[config.mk]
export PLATFORM = sky130hd
export DESIGN_NAME = ram4w16b_bist
export DESIGN_NICKNAME = d
export VERILOG_FILES = /design/src/rtl/ram4w16b_bist.sv
export SDC_FILE = /design/constraint.sdc
export NUM_CORES = 1
export LEC_CHECK = 0
export CAP_MARGIN = 10
export CELL_PAD_IN_SITES_DETAIL_PLACEMENT = 0
export CELL_PAD_IN_SITES_GLOBAL_PLACEMENT = 1
export CORE_AREA = 2 2 84 86
export CTS_BUF_LIST = sky130_fd_sc_hd__clkbuf_4
export CTS_CLUSTER_SIZE = 30
export DETAILED_ROUTE_END_ITERATION = 16
export DIE_AREA = 0 0 86 88
export GPL_TIMING_DRIVEN = 0
export PLACE_DENSITY = 0.84
export SETUP_SLACK_MARGIN = 0.1
export SLEW_MARGIN = 5
export SYNTH_ARGS = -nofsm -noshare
export SYNTH_HDL_FRONTEND = slang
export SYNTH_SLANG_ARGS = --single-unit
export TNS_END_PERCENT = 5
[constraint.sdc]
create_clock -name clk -period 2.5 [get_ports clk]
set_input_delay 0.25 -clock clk [delete_from_list [all_inputs] [get_ports clk]]
set_output_delay 0.25 -clock clk [all_outputs]
set_load 0.1 [all_outputs]
[src/rtl/ram4w16b_bist.sv]
// March-style built-in self-test initiator for one RAM4W16B instance.
// Sequence: write P to every word; per word read P then write ~P; read ~P from every word.
module ram4w16b_bist #(
    parameter int WIDTH = 16,
    parameter int DEPTH = 4,
    parameter int AW    = 2
) (
    input  logic             clk,
    input  logic             rst_n,
    input  logic             start,
    input  logic [WIDTH-1:0] pattern,
    output logic [WIDTH-1:0] ram_in,
    output logic [AW-1:0]    ram_addr,
    output logic             ram_load,
    input  logic [WIDTH-1:0] ram_out,
    output logic             busy,
    output logic             done,
    output logic             fail,
    output logic [AW-1:0]    fail_addr,
    output logic [WIDTH-1:0] fail_data
);

    localparam logic [2:0] IDLE = 3'd0;
    localparam logic [2:0] W0   = 3'd1;
    localparam logic [2:0] R0   = 3'd2;
    localparam logic [2:0] W1   = 3'd3;
    localparam logic [2:0] R1   = 3'd4;
    localparam logic [2:0] DONE = 3'd5;

    localparam logic [AW-1:0] LAST = AW'(DEPTH - 1);

    logic [2:0]       state;
    logic [AW-1:0]    a;
    logic [WIDTH-1:0] pat;
    logic [WIDTH-1:0] expected;
    logic             mismatch;

    // Read phases compare against P (first read pass) or ~P (second read pass)
    always_comb begin
        expected = (state == R0) ? pat : ~pat;
        mismatch = ((state == R0) || (state == R1)) && (ram_out != expected);
    end

    // Bus drive decodes only registered state, so nothing from inputs reaches outputs
    always_comb begin
        ram_load = (state == W0) || (state == W1);
        ram_addr = ((state == IDLE) || (state == DONE)) ? '0 : a;
        ram_in   = '0;
        if (state == W0)
            ram_in = pat;
        else if (state == W1)
            ram_in = ~pat;
    end

    always_ff @(posedge clk) begin
        if (!rst_n) begin
            state     <= IDLE;
            a         <= '0;
            pat       <= '0;
            busy      <= 1'b0;
            done      <= 1'b0;
            fail      <= 1'b0;
            fail_addr <= '0;
            fail_data <= '0;
        end else begin
            // Only the first mismatch of a run is captured; the run never aborts
            if (mismatch) begin
                fail <= 1'b1;
                if (!fail) begin
                    fail_addr <= a;
                    fail_data <= ram_out;
                end
            end

            case (state)
                IDLE: begin
                    if (start) begin
                        pat       <= pattern;
                        done      <= 1'b0;
                        fail      <= 1'b0;
                        fail_addr <= '0;
                        fail_data <= '0;
                        busy      <= 1'b1;
                        a         <= '0;
                        state     <= W0;
                    end
                end
                W0: begin
                    if (a == LAST) begin
                        a     <= '0;
                        state <= R0;
                    end else begin
                        a <= a + AW'(1);
                    end
                end
                R0: begin
                    state <= W1;
                end
                W1: begin
                    if (a == LAST) begin
                        a     <= '0;
                        state <= R1;
                    end else begin
                        a     <= a + AW'(1);
                        state <= R0;
                    end
                end
                R1: begin
                    if (a == LAST) begin
                        a     <= '0;
                        state <= DONE;
                    end else begin
                        a <= a + AW'(1);
                    end
                end
                DONE: begin
                    busy  <= 1'b0;
                    done  <= 1'b1;
                    state <= IDLE;
                end
                default: begin
                    state <= IDLE;
                end
            endcase
        end
    end

endmodule
Word-level counts from Yosys, hierarchy flattened

Cells that the tools add are included.

Input bits: 35
Bits in registers: 42
Memory bits (read-only): 0
Latch bits: 0
Memories kept: 0
Output and inout port bits: 40
Logic and storage cells: 59
RAM bits: 0

Equality and inequality tests: 10
Divide/modulo/power cells: 0
$add $sub $neg: 1
Multipliers: 0
Mux-type cells: 27
$lt $le $gt $ge: 0
Reductions and logical operators: 12
Shifts and indexed selects: 0
Bitwise logic cells: 1

Operators by type and width:

| operator                                                                | number |
|---|---|
| 16-bit 2-to-1 mux                                                       | 7 |
| 16-bit inequality test                                                  | 1 |
| 16-bit inverter                                                         | 1 |
| 3-bit one-hot mux with 5 select lines                                   | 1 |
| 2-bit 2-to-1 mux                                                        | 7 |
| 3-bit 2-to-1 mux                                                        | 4 |
| 3-bit by 2-bit equality test with 1-bit output, second input constant   | 2 |
| 3-bit equality test, second input constant                              | 2 |
| 2-bit AND reduction                                                     | 3 |
| 1-bit 2-to-1 mux                                                        | 5 |
| 2-bit by 1-bit inequality test with 1-bit output, second input constant | 2 |
| 1-bit one-hot mux with 2 select lines                                   | 2 |
| 2-bit one-hot mux with 2 select lines                                   | 1 |
| 2-bit nonzero test                                                      | 2 |
| 3-bit by 1-bit equality test with 1-bit output, second input constant   | 1 |
| 3-bit zero test                                                         | 1 |
| 1-bit logical OR                                                        | 3 |
| 3-bit AND reduction                                                     | 1 |
| 3-bit OR reduction                                                      | 1 |
| 2-bit by 1-bit adder with 2-bit output, second input constant           | 1 |
| 2-bit equality test, second input constant                              | 1 |
| 2-bit inequality test, second input constant                            | 1 |
| 1-bit logical AND                                                       | 1 |

Logic depth before layout (Yosys ltp)

Gate-level depths: netlist (run 1).

Depth after elaboration: 7
Mapped depth: 10
Depth with buffers taken out: 6

Worst setup path before layout (run 1)

No wires, ideal clock.

Path kind: register -> output
Start point: reg state[2]
End point: out ram_addr[0]
Slack: -0.752 ns
Path buffers: 2
Required time: 2.250 ns
Arrival time: 3.002 ns
Cell stages (with the launch flop): 7
Path through: dfxtp_1 -> buf_1 -> nand2b_1 -> clkbuf_1 -> inv_1 -> nor3_1 -> nor2b_1

Word-level cells in the longest chain between the ends: 3
Elaborated cells on any way between the ends: 4
Classes of those cells: eq/ne (1); mux (1); reduce/logical (2)

Ends and longest elaborated chain:

| what                                                          | RTL line | RTL |
|---|---|---|
| from (decl)                                                   | 32       | `logic [2:0] state;` |
| from (signal assigned)                                        | 57       | `state <= IDLE;` |
| from (signal assigned)                                        | 85       | `state <= W0;` |
| from (signal assigned)                                        | 91       | `state <= R0;` |
| 3-bit equality test / 3-bit zero test (equally long branches) | 47       | `ram_addr = ((state == IDLE) \|\| (state == DONE)) ? '0 : a;` |
| 1-bit logical OR *                                            | 47       |  |
| 2-bit 2-to-1 mux *                                            | 47       |  |
| to (decl)                                                     | 13       | `output logic [AW-1:0] ram_addr,` |

Mark *: on every way between the ends. The rest lies on a longest branch, timed or not.

Worst setup path after layout (run 1)

Start point: reg state[2]
End point: out ram_in[11]

Word-level cells in the longest chain between the ends: 3
Elaborated cells on any way between the ends: 4
Classes of those cells: eq/ne (2); mux (2)

Ends and longest elaborated chain:

| what                                           | RTL line | RTL |
|---|---|---|
| 3-bit by 2-bit equality test with 1-bit output | 51       | `else if (state == W1)` |
| 16-bit 2-to-1 mux                              | 51       |  |
| 16-bit 2-to-1 mux *                            | 49       | `if (state == W0)` |
| to (decl)                                      | 12       | `output logic [WIDTH-1:0] ram_in,` |

Marked as above.

==> flow_summary.toml, run 1 <==
[clock_tree]
cts_sinks = 42
clock_path_buffers = 2
ctsRootBufferMaster = "clkbuf_4"
holdBufCountCts = 0
cts.clk_slew.worst_paths_ns = 0.11
cts_tree = "yes"
htree_num_levels = 2
clock_latency_ns = 0.34
cts_buffers = 5

[drt]
avgViaCountPerCell = 4.68
drc = 0
drt_iter0_drc = 74
ant_nets = 0
num_vias = 2016
drt_wl_total_mm = 5.75
post_drt_wl_per_cell_um = 13.3
dr.pass1.iters = 4

[logic_synthesis]
syn_area_mm2 = 0.00222
synth_top_cell_by_area = "dfxtp_1"
synth_area_leaders = "dfxtp_1 38%, nand2_1 12%, xnor2_1 9.8%"
yosysWarnings = 0
synth_top_area_frac = 0.378
postSynthCellCount = 270
synth_cell_types = 37
synth-seq-area-share = 0.378
syn_nets = 306
avgSynthCellArea_um2 = 8.24
synth-seq-cells = 42

[timing]
whs_ns = 0.463
tightest_slew_ns = 0.971
rsz0062_at_grt = "yes"
max_freq_ghz = 0.446
post-route-period-util = 0.896
skew_ns = 0.0111
finalHoldViolations = 0
slew-limit-headroom = 0.350
finalCriticalPeriod_ns = 2.24
drv_slew = 0
finalSetupViolCount = 0

[global_route]
overflow = 0
grt_pass1_wl_mm = 9.50
grt.total_usage = 0.159
grt_pass1_vias = 2033
grt_antenna_before_repair = 0
grt_start_max_net_pins = 12

[die]
dieArea_mm2 = 0.00757
die_x_um = 86
dieHeight_um = 88
core_mm2 = 0.00664
start_util = 0.335
boundaryPins = 75
core.rowCount = 30

[power_and_ir_drop]
max-vdd-ir-drop_v = 0.000187
power_density_mw_per_mm2 = 452
leakage_nw = 1.11
p_total_mw = 1.40

[setup_path]
cp-start-kind = "flip-flop"
crit_path_max_fanout = 10
cp_data_arrival_time_ns = 1.99
cp_data_required_time_ns = 2.25
slowest_stage = "buf_2"
cp-end-kind = "output port"
r2r_slack_ns = 0.32
crit_path_max_incr_delay_ns = 0.44
cp_cell_sequence = "buf_2 -> nand2b_1 -> clkbuf_2 -> buf_2 -> nor2_1 -> buf_2"
setup.worst_path.class = "reg2out"
crit_top_cell = "buf_2"

[place]
gp_congestion = 0.906
port_buffers = 74
hpwl_mm = 4.61
place_inst = 424

[finish]
layout_common_cells = "72 x nand2_1, 55 x clkdlybuf4s50_1, 42 x dfxtp_1, 25 x xnor2_1, 24 x nor2_1"
nets = 387
mostFrequentLayoutCell = "nand2_1"
diodes = 0
fin_util = 0.466
drive_gt1_frac = 0.123
fin_cells = 431
area_growth_pct = 39.2

[outcome]
status = "finished clean"

[job]
max-cap-violations = 0

[hold_path]
hp-class = "in2reg"
==> per-layer routing <==
layer,track usage,vias up,routed length [um]
met5,0,-,0
li1,-,1042,-
met4,0.0563,0,104
met1,0.213,910,2800
met3,0.0236,11,221
met2,0.261,53,2630
==> logic make-up (layout without fill, tap and decap cells) <==
logic type	after synthesis	count (layout)	synth area share
simple gates	122	122	0.237
fa+ha+maj	1	1	0.00562
mux	19	19	0.0855
flops	42	42	0.378
buf+inv	18	99	0.0416
xor+xnor	34	34	0.134
compound gates	34	34	0.119
==> layout make-up <==
class	count	area, um2
Inverter	1	3.75
Timing Repair Buffer	74	686
Sequential cell	42	841
Tap cell	80	100
Multi-Input combinational cell	210	1320
Buffer	17	96.3
Clock buffer	7	52.6
Fill cell	666	3550
==> critical path: cells and delay by family (launching register included) <==
kind | cells | cell delay (ns)
buf+inv | 4 | 1.01
flops | 1 | 0.35
simple gates | 2 | 0.29
==> cell usage after synthesis <==
cell type	number
nor3_1	5
nor3b_1	1
or3b_1	1
nor3b_2	1
a31oi_1	1
nand2_1	72
nor2b_1	7
and2_1	2
clkbuf_1	8
a32oi_1	1
nand3b_1	1
a21boi_0	17
nand3_1	1
buf_8	1
ha_1	1
buf_6	1
nor2_1	24
xor2_1	9
a2111oi_4	1
a21oi_1	4
xnor2_1	25
o21a_1	2
dfxtp_1	42
buf_2	2
o32ai_1	1
nand2b_1	3
or2_2	1
nand4_1	2
a2bb2oi_1	1
o21ai_0	2
mux2i_1	19
buf_1	4
o211ai_1	3
inv_1	1
buf_4	1
and3_1	1
o31a_1	1
==> repair_timing <==
action | CTS | global route
endpoints found under the setup margin | 19 | 17
resized for setup | 82 | 9
buffers inserted | 0 | 0
endpoints found under the hold margin | 0 | 0
pin swaps | 0 | 1
==> state kept, by name (all words and copies together), names as in the netlist <==
name       count
a              2
busy           1
state          3
done           1
pat           16
fail_addr      2
fail_data     16
fail           1
==> final timing paths <==
path	start	end	depth (start not counted)
worst max-delay path	state[2]	ram_in[11]	6
worst min-delay path	pattern[14]	pat[14]	3
worst max register to register	state[0]	fail_data[0]	9
worst min register to register	fail_addr[0]	fail_addr[0]	2
==> per-stage QoR <==
step | instance area [um2] | setup WS [ns] | setup TNS [ns]
after floorplan | 2240 | -0.0810 | -0.810
after global placement | 3090 | -0.497 | -5.72
after detailed placement | 3090 | -0.468 | -5.31
after CTS | 3090 | -0.0355 | -0.0561
after global routing | 3100 | 0.0406 | 0
final | 3100 | 0.260 | 0
==> report_power, final <==
group          switching, mW  total (mW)  internal [mW]
Sequential            0.0286       0.720          0.691
Combinational          0.209       0.341          0.133
Clock                  0.210       0.338          0.128
Total                  0.447        1.40          0.952
No activity file was read; power rests on OpenSTA's default activity.
==> run 2, diff against run 1 <==
--- a/config.mk
+++ b/config.mk
@@ -16,6 +16,7 @@
 export GPL_TIMING_DRIVEN = 0
 export PLACE_DENSITY = 0.84
 export SETUP_SLACK_MARGIN = 0.1
+export SKIP_LAST_GASP = 1
 export SLEW_MARGIN = 5
 export SYNTH_ARGS = -nofsm -noshare
 export SYNTH_HDL_FRONTEND = slang
==> constraint.sdc (replaced) <==
create_clock -name clk -period 2.4 [get_ports clk]
set_input_delay 0.24 -clock clk [delete_from_list [all_inputs] [get_ports clk]]
set_output_delay 0.24 -clock clk [all_outputs]
set_load 0.1 [all_outputs]
==> run 2 against run 1 <==
Flip-flop and latch count unchanged. Die area unchanged. Final cell count stayed put. Combinational power up 5%. Non-clock buffer count unchanged. Clock power grew 4%. Final area up 0.48%. Highest routed layer unchanged. Sequential share of layout area down 0.13 points. Clock-buffer cell count stayed put.
==> flow_summary.toml, run 2 (same netlist as run 1, synthesis figures left out) <==
[outcome]
status = "finished clean"

[finish]
postLayoutCellArea_mm2 = 0.00311
reg.largest.list = "fail_data: 16 flops, pat: 16 flops, state: 3 flops"
area_growth_pct = 39.9
drive_gt1_frac = 0.125
fin_cells = 431
mostFrequentLayoutCell = "nand2_1"
nets = 387
fin_util = 0.468
diodes = 0
layout_common_cells = "72 x nand2_1, 55 x clkdlybuf4s50_1, 42 x dfxtp_1, 25 x xnor2_1, 24 x nor2_1"

[drt]
drt_wl_total_mm = 5.72
num_vias = 1999
avgViaCountPerCell = 4.64
ant_nets = 0
drc = 0
dr.pass1.iters = 4
drt_iter0_drc = 84
post_drt_wl_per_cell_um = 13.3

[setup_path]
setup.worst_path.class = "reg2out"
cp_data_required_time_ns = 2.16
crit_path_max_fanout = 10
cp-end-kind = "output port"
cp_data_arrival_time_ns = 2.07
cp-start-kind = "flip-flop"

[global_route]
grt_pass1_vias = 2036
grt_start_max_net_pins = 12
grt.total_usage = 0.159
grt_pass1_wl_mm = 9.51
overflow = 0
grt_antenna_before_repair = 0

[power_and_ir_drop]
p_total_mw = 1.46
leakage_nw = 1.11
max-vdd-ir-drop_v = 0.000200
power_density_mw_per_mm2 = 469

[die]
dieHeight_um = 88
boundaryPins = 75
core.rowCount = 30
core_mm2 = 0.00664
dieArea_mm2 = 0.00757
start_util = 0.335
die_x_um = 86

[place]
gp_congestion = 0.906
place_area_mm2 = 0.00309
hpwl_mm = 4.61
port_buffers = 74
place_inst = 424

[hold_path]
hp-class = "in2reg"

[timing]
max_freq_ghz = 0.433
skew_ns = 0.0112
tightest_slew_ns = 0.971
slew-limit-headroom = 0.350
finalSetupViolCount = 0
drv_slew = 0
finalHoldViolations = 0
post-route-period-util = 0.963
rsz0062_at_grt = "yes"
finalCriticalPeriod_ns = 2.31

[clock_tree]
clock_path_buffers = 2
cts_buffers = 5
cts_sinks = 42
cts.clk_slew.worst_paths_ns = 0.11
htree_num_levels = 2
post-cts-setup-buffer-count = 0
ctsRootBufferMaster = "clkbuf_4"
clock_latency_ns = 0.34
cts_tree = "yes"

[job]
max-cap-violations = 0
==> run 2: per-stage QoR <==
stage          TNS [ns]  setup slack, ns  hold WS [ns]
3_5_place_dp      -7.40           -0.558         0.451
6_report              0           0.0897         0.453
3_3_place_gp      -7.43           -0.587         0.442
4_1_cts          -0.858           -0.104         0.434
2_1_floorplan     -2.02           -0.171         0.382
5_1_grt        -0.00670         -0.00670         0.462
==> run 2: timing repair <==
action,CTS,global route
resized for setup,63,31
hold buffers,0,0
endpoints found under the setup margin,19,38
==> run 2: layout make-up <==
type                            count  area (um2)
Buffer                             17        97.6
Clock buffer                        7        52.6
Fill cell                         666        3530
Inverter                            1        3.75
Multi-Input combinational cell    210        1320
Sequential cell                    42         841
Tap cell                           80         100
Timing Repair Buffer               74         699
==> run 2: layer usage <==
metal | routed length, um | GRT usage | up-vias
li1 | - | - | 1043
met1 | 2780 | 0.212 | 896
met2 | 2610 | 0.262 | 49
met3 | 227 | 0.0254 | 11
met4 | 104 | 0.0563 | 0
met5 | 0 | 0 | -
==> run 2: where the power goes <==
| group | switching (mW) | internal, mW | total [mW] | leakage (nW) |
|---|---|---|---|---|
| clock network | 0.218 | 0.134 | 0.351 | 0.0322 |
| registers | 0.0297 | 0.720 | 0.750 | 0.342 |
| logic | 0.217 | 0.141 | 0.358 | 0.736 |
==> run 2: critical path, stage by stage (launching register included) <==
cell and delay, ns:
dfxtp_1 0.35, buf_2 0.19, nand2b_1 0.15, clkbuf_2 0.18, buf_2 0.20, nor2_1 0.12
clkdlybuf4s18_2 0.54
==> run 2: final timing paths <==
check | start | to | slack (ns) | cells past startpoint
min | pattern[14] | pat[14] | 0.45 | 3
max reg2reg | state[1] | fail_data[6] | 0.24 | 10
min reg2reg | fail_addr[0] | fail_addr[0] | 0.47 | 2
max | state[2] | ram_in[12] | 0.09 | 6
